`src/rtl/loproc_mul_result_buffer_pkg.sv`:
```
// Shared constants and phase type for the multiplier result buffer.
// LOPROC_MRB_HI_WRITE_EN selects two-beat (low then high half) writeback.
package loproc_mul_result_buffer_pkg;

  localparam int unsigned MRB_DATA_WIDTH = 32;
  localparam int unsigned MRB_DEPTH      = 4;

`ifdef LOPROC_MRB_HI_WRITE_EN
  localparam bit MRB_HI_EN = 1'b1;
`else
  localparam bit MRB_HI_EN = 1'b0;
`endif

  typedef enum logic {
    PH_LO = 1'b0,
    PH_HI = 1'b1
  } mrb_phase_e;

  function automatic int unsigned mrb_entry_width(input int unsigned dw, input bit hi_en);
    return hi_en ? 2 * dw : dw;
  endfunction

endpackage

```
`src/rtl/loproc_sync_fifo.sv`:
```
// Parameterised synchronous FIFO, async active-low reset, storage cleared on reset.
// Caller guarantees no push when full without a pop, and no pop when empty.
module loproc_sync_fifo #(
  parameter int unsigned WIDTH = 32,
  parameter int unsigned DEPTH = 4
) (
  input  logic                   clk,
  input  logic                   rst_n,
  input  logic                   push,
  input  logic                   pop,
  input  logic [WIDTH-1:0]       wdata,
  output logic [WIDTH-1:0]       rdata,
  output logic [$clog2(DEPTH):0] count,
  output logic                   full,
  output logic                   empty
);

  localparam int unsigned PW = $clog2(DEPTH);

  logic [WIDTH-1:0] mem [DEPTH];
  logic [PW-1:0]    wr_ptr;
  logic [PW-1:0]    rd_ptr;

  always_ff @(posedge clk or negedge rst_n) begin
    if (!rst_n) begin
      for (int unsigned i = 0; i < DEPTH; i++) mem[i] <= '0;
      wr_ptr <= '0;
      rd_ptr <= '0;
      count  <= '0;
    end else begin
      if (push) begin
        mem[wr_ptr] <= wdata;
        wr_ptr      <= wr_ptr + PW'(1);
      end
      if (pop) rd_ptr <= rd_ptr + PW'(1);
      if (push && !pop)      count <= count + (PW+1)'(1);
      else if (pop && !push) count <= count - (PW+1)'(1);
    end
  end

  assign rdata = mem[rd_ptr];
  assign full  = (count == (PW+1)'(DEPTH));
  assign empty = (count == '0);

endmodule

```
`src/rtl/loproc_mul_result_buffer.sv`:
```
// Buffers multiplier products and serialises them to the writeback port.
// LOPROC_MRB_HI_WRITE_EN: defined = low then high beat per entry; undefined = low beat only.
module loproc_mul_result_buffer
  import loproc_mul_result_buffer_pkg::*;
#(
  parameter int unsigned DEPTH      = MRB_DEPTH,
  parameter int unsigned DATA_WIDTH = MRB_DATA_WIDTH
) (
  input  logic                   mrb_clk,
  input  logic                   mrb_rst_n,
  input  logic                   valid_in,
  input  logic [DATA_WIDTH-1:0]  in_l,
  input  logic [DATA_WIDTH-1:0]  in_h,
  output logic                   full,
  output logic [$clog2(DEPTH):0] count,
  output logic                   overflow,
  output logic                   wb_valid,
  input  logic                   wb_ready,
  output logic [DATA_WIDTH-1:0]  wb_data,
  output logic                   wb_hi,
  output logic                   wb_last
);

  localparam int unsigned ENTRY_W = mrb_entry_width(DATA_WIDTH, MRB_HI_EN);

  logic               beat;
  logic               push;
  logic               pop;
  logic               empty;
  logic [ENTRY_W-1:0] entry;
  logic [ENTRY_W-1:0] head;

  assign beat     = wb_valid && wb_ready;
  assign push     = valid_in && (!full || pop);
  assign wb_valid = !empty;

`ifdef LOPROC_MRB_HI_WRITE_EN
  mrb_phase_e phase;

  assign entry   = {in_h, in_l};
  assign pop     = beat && (phase == PH_HI);
  assign wb_data = (phase == PH_HI) ? head[ENTRY_W-1:DATA_WIDTH] : head[DATA_WIDTH-1:0];

  // wb_hi/wb_last are registered alongside the phase so they only move on a beat.
  always_ff @(posedge mrb_clk or negedge mrb_rst_n) begin
    if (!mrb_rst_n) begin
      phase   <= PH_LO;
      wb_hi   <= 1'b0;
      wb_last <= 1'b0;
    end else if (beat) begin
      case (phase)
        PH_LO: begin
          phase   <= PH_HI;
          wb_hi   <= 1'b1;
          wb_last <= 1'b1;
        end
        default: begin
          phase   <= PH_LO;
          wb_hi   <= 1'b0;
          wb_last <= 1'b0;
        end
      endcase
    end
  end
`else
  logic unused_in_h;

  assign unused_in_h = ^in_h;
  assign entry       = in_l;
  assign pop         = beat;
  assign wb_data     = head;
  assign wb_hi       = 1'b0;
  assign wb_last     = 1'b1;
`endif

  always_ff @(posedge mrb_clk or negedge mrb_rst_n) begin
    if (!mrb_rst_n)                   overflow <= 1'b0;
    else if (valid_in && full && !pop) overflow <= 1'b1;
  end

  loproc_sync_fifo #(
    .WIDTH (ENTRY_W),
    .DEPTH (DEPTH)
  ) u_fifo (
    .clk   (mrb_clk),
    .rst_n (mrb_rst_n),
    .push  (push),
    .pop   (pop),
    .wdata (entry),
    .rdata (head),
    .count (count),
    .full  (full),
    .empty (empty)
  );

endmodule

```
`config.mk`:
```
export PLATFORM = sky130hd
export DESIGN_NAME = loproc_mul_result_buffer
export DESIGN_NICKNAME = d
export VERILOG_FILES = /design/src/rtl/loproc_mul_result_buffer_pkg.sv /design/src/rtl/loproc_sync_fifo.sv /design/src/rtl/loproc_mul_result_buffer.sv
export SDC_FILE = /design/constraint.sdc
export NUM_CORES = 1
export LEC_CHECK = 0
export CORE_ASPECT_RATIO = 1.4
export CORE_UTILIZATION = 48
export DETAILED_ROUTE_END_ITERATION = 8
export GPL_TIMING_DRIVEN = 0
export PLACE_DENSITY = 0.82
export SETUP_SLACK_MARGIN = 0.4
export SLEW_MARGIN = 20
export SYNTH_ARGS = -nofsm -noshare
export SYNTH_HDL_FRONTEND = slang
export SYNTH_SLANG_ARGS = --single-unit
```
`constraint.sdc`:
```
create_clock -name mrb_clk -period 1.9 [get_ports mrb_clk]
set_input_delay 0.285 -clock mrb_clk [delete_from_list [all_inputs] [get_ports mrb_clk]]
set_output_delay 0.285 -clock mrb_clk [all_outputs]
set_load 0.01 [all_outputs]
```
==> metrics.txt <==
area grow syn2layout=47.5%; total wire length=15.2 mm; DR WL/cell=around 23 um; cell count after synthesis=353; Worst Path Max Fanout=6; Initial DRC Count=roughly 140; Final Wtd Congestion=0.708; Compound-Gate Fraction of Synth Area=0.00145; Int Pwr=between 10 and 15 mW; Pwr Density=between 1500 and 2000 nW/um2; status=complete, but fails checks; Max clock buf depth=2; diodes inserted=0; post-synthesis xor/xnor area fraction=0.00872; syn avg cell area=about 17 um2; Crit path largest cell delay=0.53 ns; number of synthesized register bits=around 140; final hold violations=0; DIE HEIGHT=between 100 and 150 um; Fillers=684; total gr overflow=0; num rows=between 40 and 50; critical path type=flop to primary output; top_reg_cell synth=dfrtp_1; worst hold path class=input pin to async pin; drt pass-1 iters=6; antenna violations before repair=0; Tmin final=roughly 2.1 ns; # clock sinks=roughly 140; CTS tree=done; first-pass GRT wire length=23.5 mm; ranking of synthesized cells by area=dfrtp_1 (56%), mux2_2 (24%), mux4_2 (12%); multiplexer share of the synthesized area=0.363; Layout Skew=0.00898 ns; total CTS buffers=17; htree depth=4; Post-synth EDFFs=0; core area=~12000 um2; VDD IR-drop max=between 1 and 1.5 mV; Via density=~5.5; Critical Path RT=around 1.6 ns; CP cell instances=buf_6 -> buf_12 -> buf_12 -> mux4_2 -> buf_6; Worst-Margin Slew=slightly above 0.5 ns; failing checks=setup timing; RSZ-0062 raised after global routing=yes; largest net degree at the start of global routing=approximately 100; switching share of total power=0.304; io pins=108; layout cell share with drive strength beyond 1=0.655; leakage power=3.88 nW; Flop pwr share=0.306; setup TNS=-5.99 ns; # setup viols final=87; post-synth cell types=21; Ys Warns=0; largest family of logic cells by synthesized area=multiplexers; maximum capacitance violations=0; Clock Latency Late Sink=roughly 0.42 ns; Mapped Area=roughly 6000 um2; vias in the first global route=4244; Top Usage Layer GRT=met2; port buffer count=73; Die W=just under 100 um; met3 Use GR=0.0652; Async S/R FF share, synth=1.00; Slew headroom=0.663; Critical Path Start Type=flop; Synth Area in Adders=0.0137; CP endpoint kind=primary output; CTS Root Cell=clkbuf_16; Routed Antenna Nets=0; final net count=between 500 and 600; synth cell count leaders=dfrtp_1 (136), mux2_2 (130), mux4_2 (32); CTS clk-pin slew, worst paths=around 0.060 ns; non-filler instance count after layout=672; GR Layer Usage met1=0.279; pins over their slew limit=0; clock network fraction of total power=0.186; Fmax=469 MHz; Detailed Place HPWL=about 7.7 mm; slowest cell on the critical path=mux4_2; period utilization=1.12; register area share after synthesis=0.565; die area=roughly 13000 um2; Total GRT Usage=0.240; Vias=approximately 3700; Initial Util=0.489; cell taking the most area after synthesis=dfrtp_1; top cell type's share of synthesized area=0.565; Post-Place Cells=between 500 and 600; Switch Pwr=~5.3 mW; post-synthesis simple-gate area fraction=0.0150; met2 Track Usage GR=0.425; DRC violations left=0; syn_nets=around 430; combinational power share=0.508; setup ws final=-0.231 ns; WP data arrival=1.85 ns; cell count of the worst reg-to-reg path=6; cell with the most instances after synthesis=dfrtp_1
==> worst paths after layout <==
check | from | to | slack, ns
worst max-delay path | u_fifo.rd_ptr[0] | wb_data[13] | -0.23
worst min-delay path | mrb_rst_n | u_fifo.mem[123] | 0.33
worst max register to register | u_fifo.count[1] | u_fifo.count[1] | -0.10
worst min register to register | overflow | overflow | 0.45
max in group asynchronous | mrb_rst_n | u_fifo.mem[65] | 0.79
min in group mrb_clk | overflow | overflow | 0.45
==> critical path, delay by kind of cell, from the launching register on <==
| kind | cells | cell delay, ns |
|---|---|---|
| muxes | 1 | 0.53 |
| buffers and inverters | 4 | 0.53 |
| DFF | 1 | 0.36 |
==> final cells by class <==
cell class,count,area [um2],share of cell area
plain buffers,22,317,0.0356
clock buffers,19,453,0.0509
clock inverters,12,126,0.0142
inverters,3,11.3,0.00127
multi-input cells,192,2760,0.311
flip-flops and latches,136,3410,0.383
well taps,150,188,0.0211
repair buffers,138,1630,0.183
==> per-stage QoR <==
step / hold slack (ns) / worst slack, ns / util / total power [mW] / cell area, um2
after global routing: 0.352 / -0.270 / 0.722 / 18.2 / 8890
after global placement: 0.447 / -4.95 / 0.568 / 11.5 / 6990
after floorplan: -0.0106 / -0.180 / - / 9.24 / 6070
after detailed placement: 0.175 / -0.659 / 0.571 / 11.8 / 7020
final: 0.333 / -0.231 / 0.722 / 17.4 / 8890
after CTS: 0.342 / -0.277 / 0.701 / 16.6 / 8630
==> kinds of logic (layout without fill, tap and decap cells) <==
| group | Yosys count | after routing |
|---|---|---|
| AO/OA/AOI/OAI | 1 | 1 |
| XOR/XNOR | 6 | 6 |
| adder cells (fa/ha/maj) | 6 | 6 |
| buffers and inverters | 25 | 194 |
| flip-flops | 136 | 136 |
| multiplexers | 162 | 162 |
| other | 2 | 2 |
| AND/OR/NAND/NOR | 15 | 15 |
==> layer usage <==
metal	routed length, um	vias to the layer above
li1	-	1611
met1	5990	1965
met2	8470	81
met3	506	15
met4	207	0
met5	0	-
==> power by group through the flow <==
| stage | clock (mW) | sequential, mW | combinational (mW) |
|---|---|---|---|
| after floorplan | 0 | 4.97 | 4.27 |
| after global placement | 0 | 5.09 | 6.44 |
| after detailed placement | 0 | 5.23 | 6.61 |
| after CTS | 3.25 | 5.22 | 8.10 |
| after global routing | 3.40 | 5.46 | 9.29 |
| final | 3.22 | 5.32 | 8.83 |
==> repair_timing <==
| action | in CTS | in global routing |
|---|---|---|
| gates cloned | 12 | 0 |
| setup buffers | 41 | 10 |
| hold buffers | 1 | 0 |
| hold endpoints to repair | 35 | 0 |
| resized for setup | 271 | 50 |
| pin swaps | 11 | 4 |
| setup endpoints to repair | 170 | 169 |
==> state kept, by name, summed over array words and instances (netlist names) <==
signal         flops
u_fifo.wr_ptr      2
u_fifo.rd_ptr      2
u_fifo.count       3
overflow           1
u_fifo.mem       128
==> cell usage in the layout (no fill, tap or decap), types with 2 or more instances in the layout <==
master and count:
conb_1 2, buf_4 21, clkbuf_16 17, bufinv_16 2, xor2_1 2, mux2_2 72
dfrtp_2 3, clkbuf_8 4, clkbuf_2 5, buf_8 11, nand2_4 2, clkdlybuf4s50_1 34
buf_16 13, dfrtp_1 133, inv_2 3, clkinv_4 2, buf_6 52, clkinvlp_4 2
nand2_2 2, buf_12 11, ha_4 4, nor2_4 4, mux2_4 58, buf_2 9
mux4_2 32, xnor2_1 3, clkinv_2 5
Note: power is estimated with default switching activity, not from simulation.
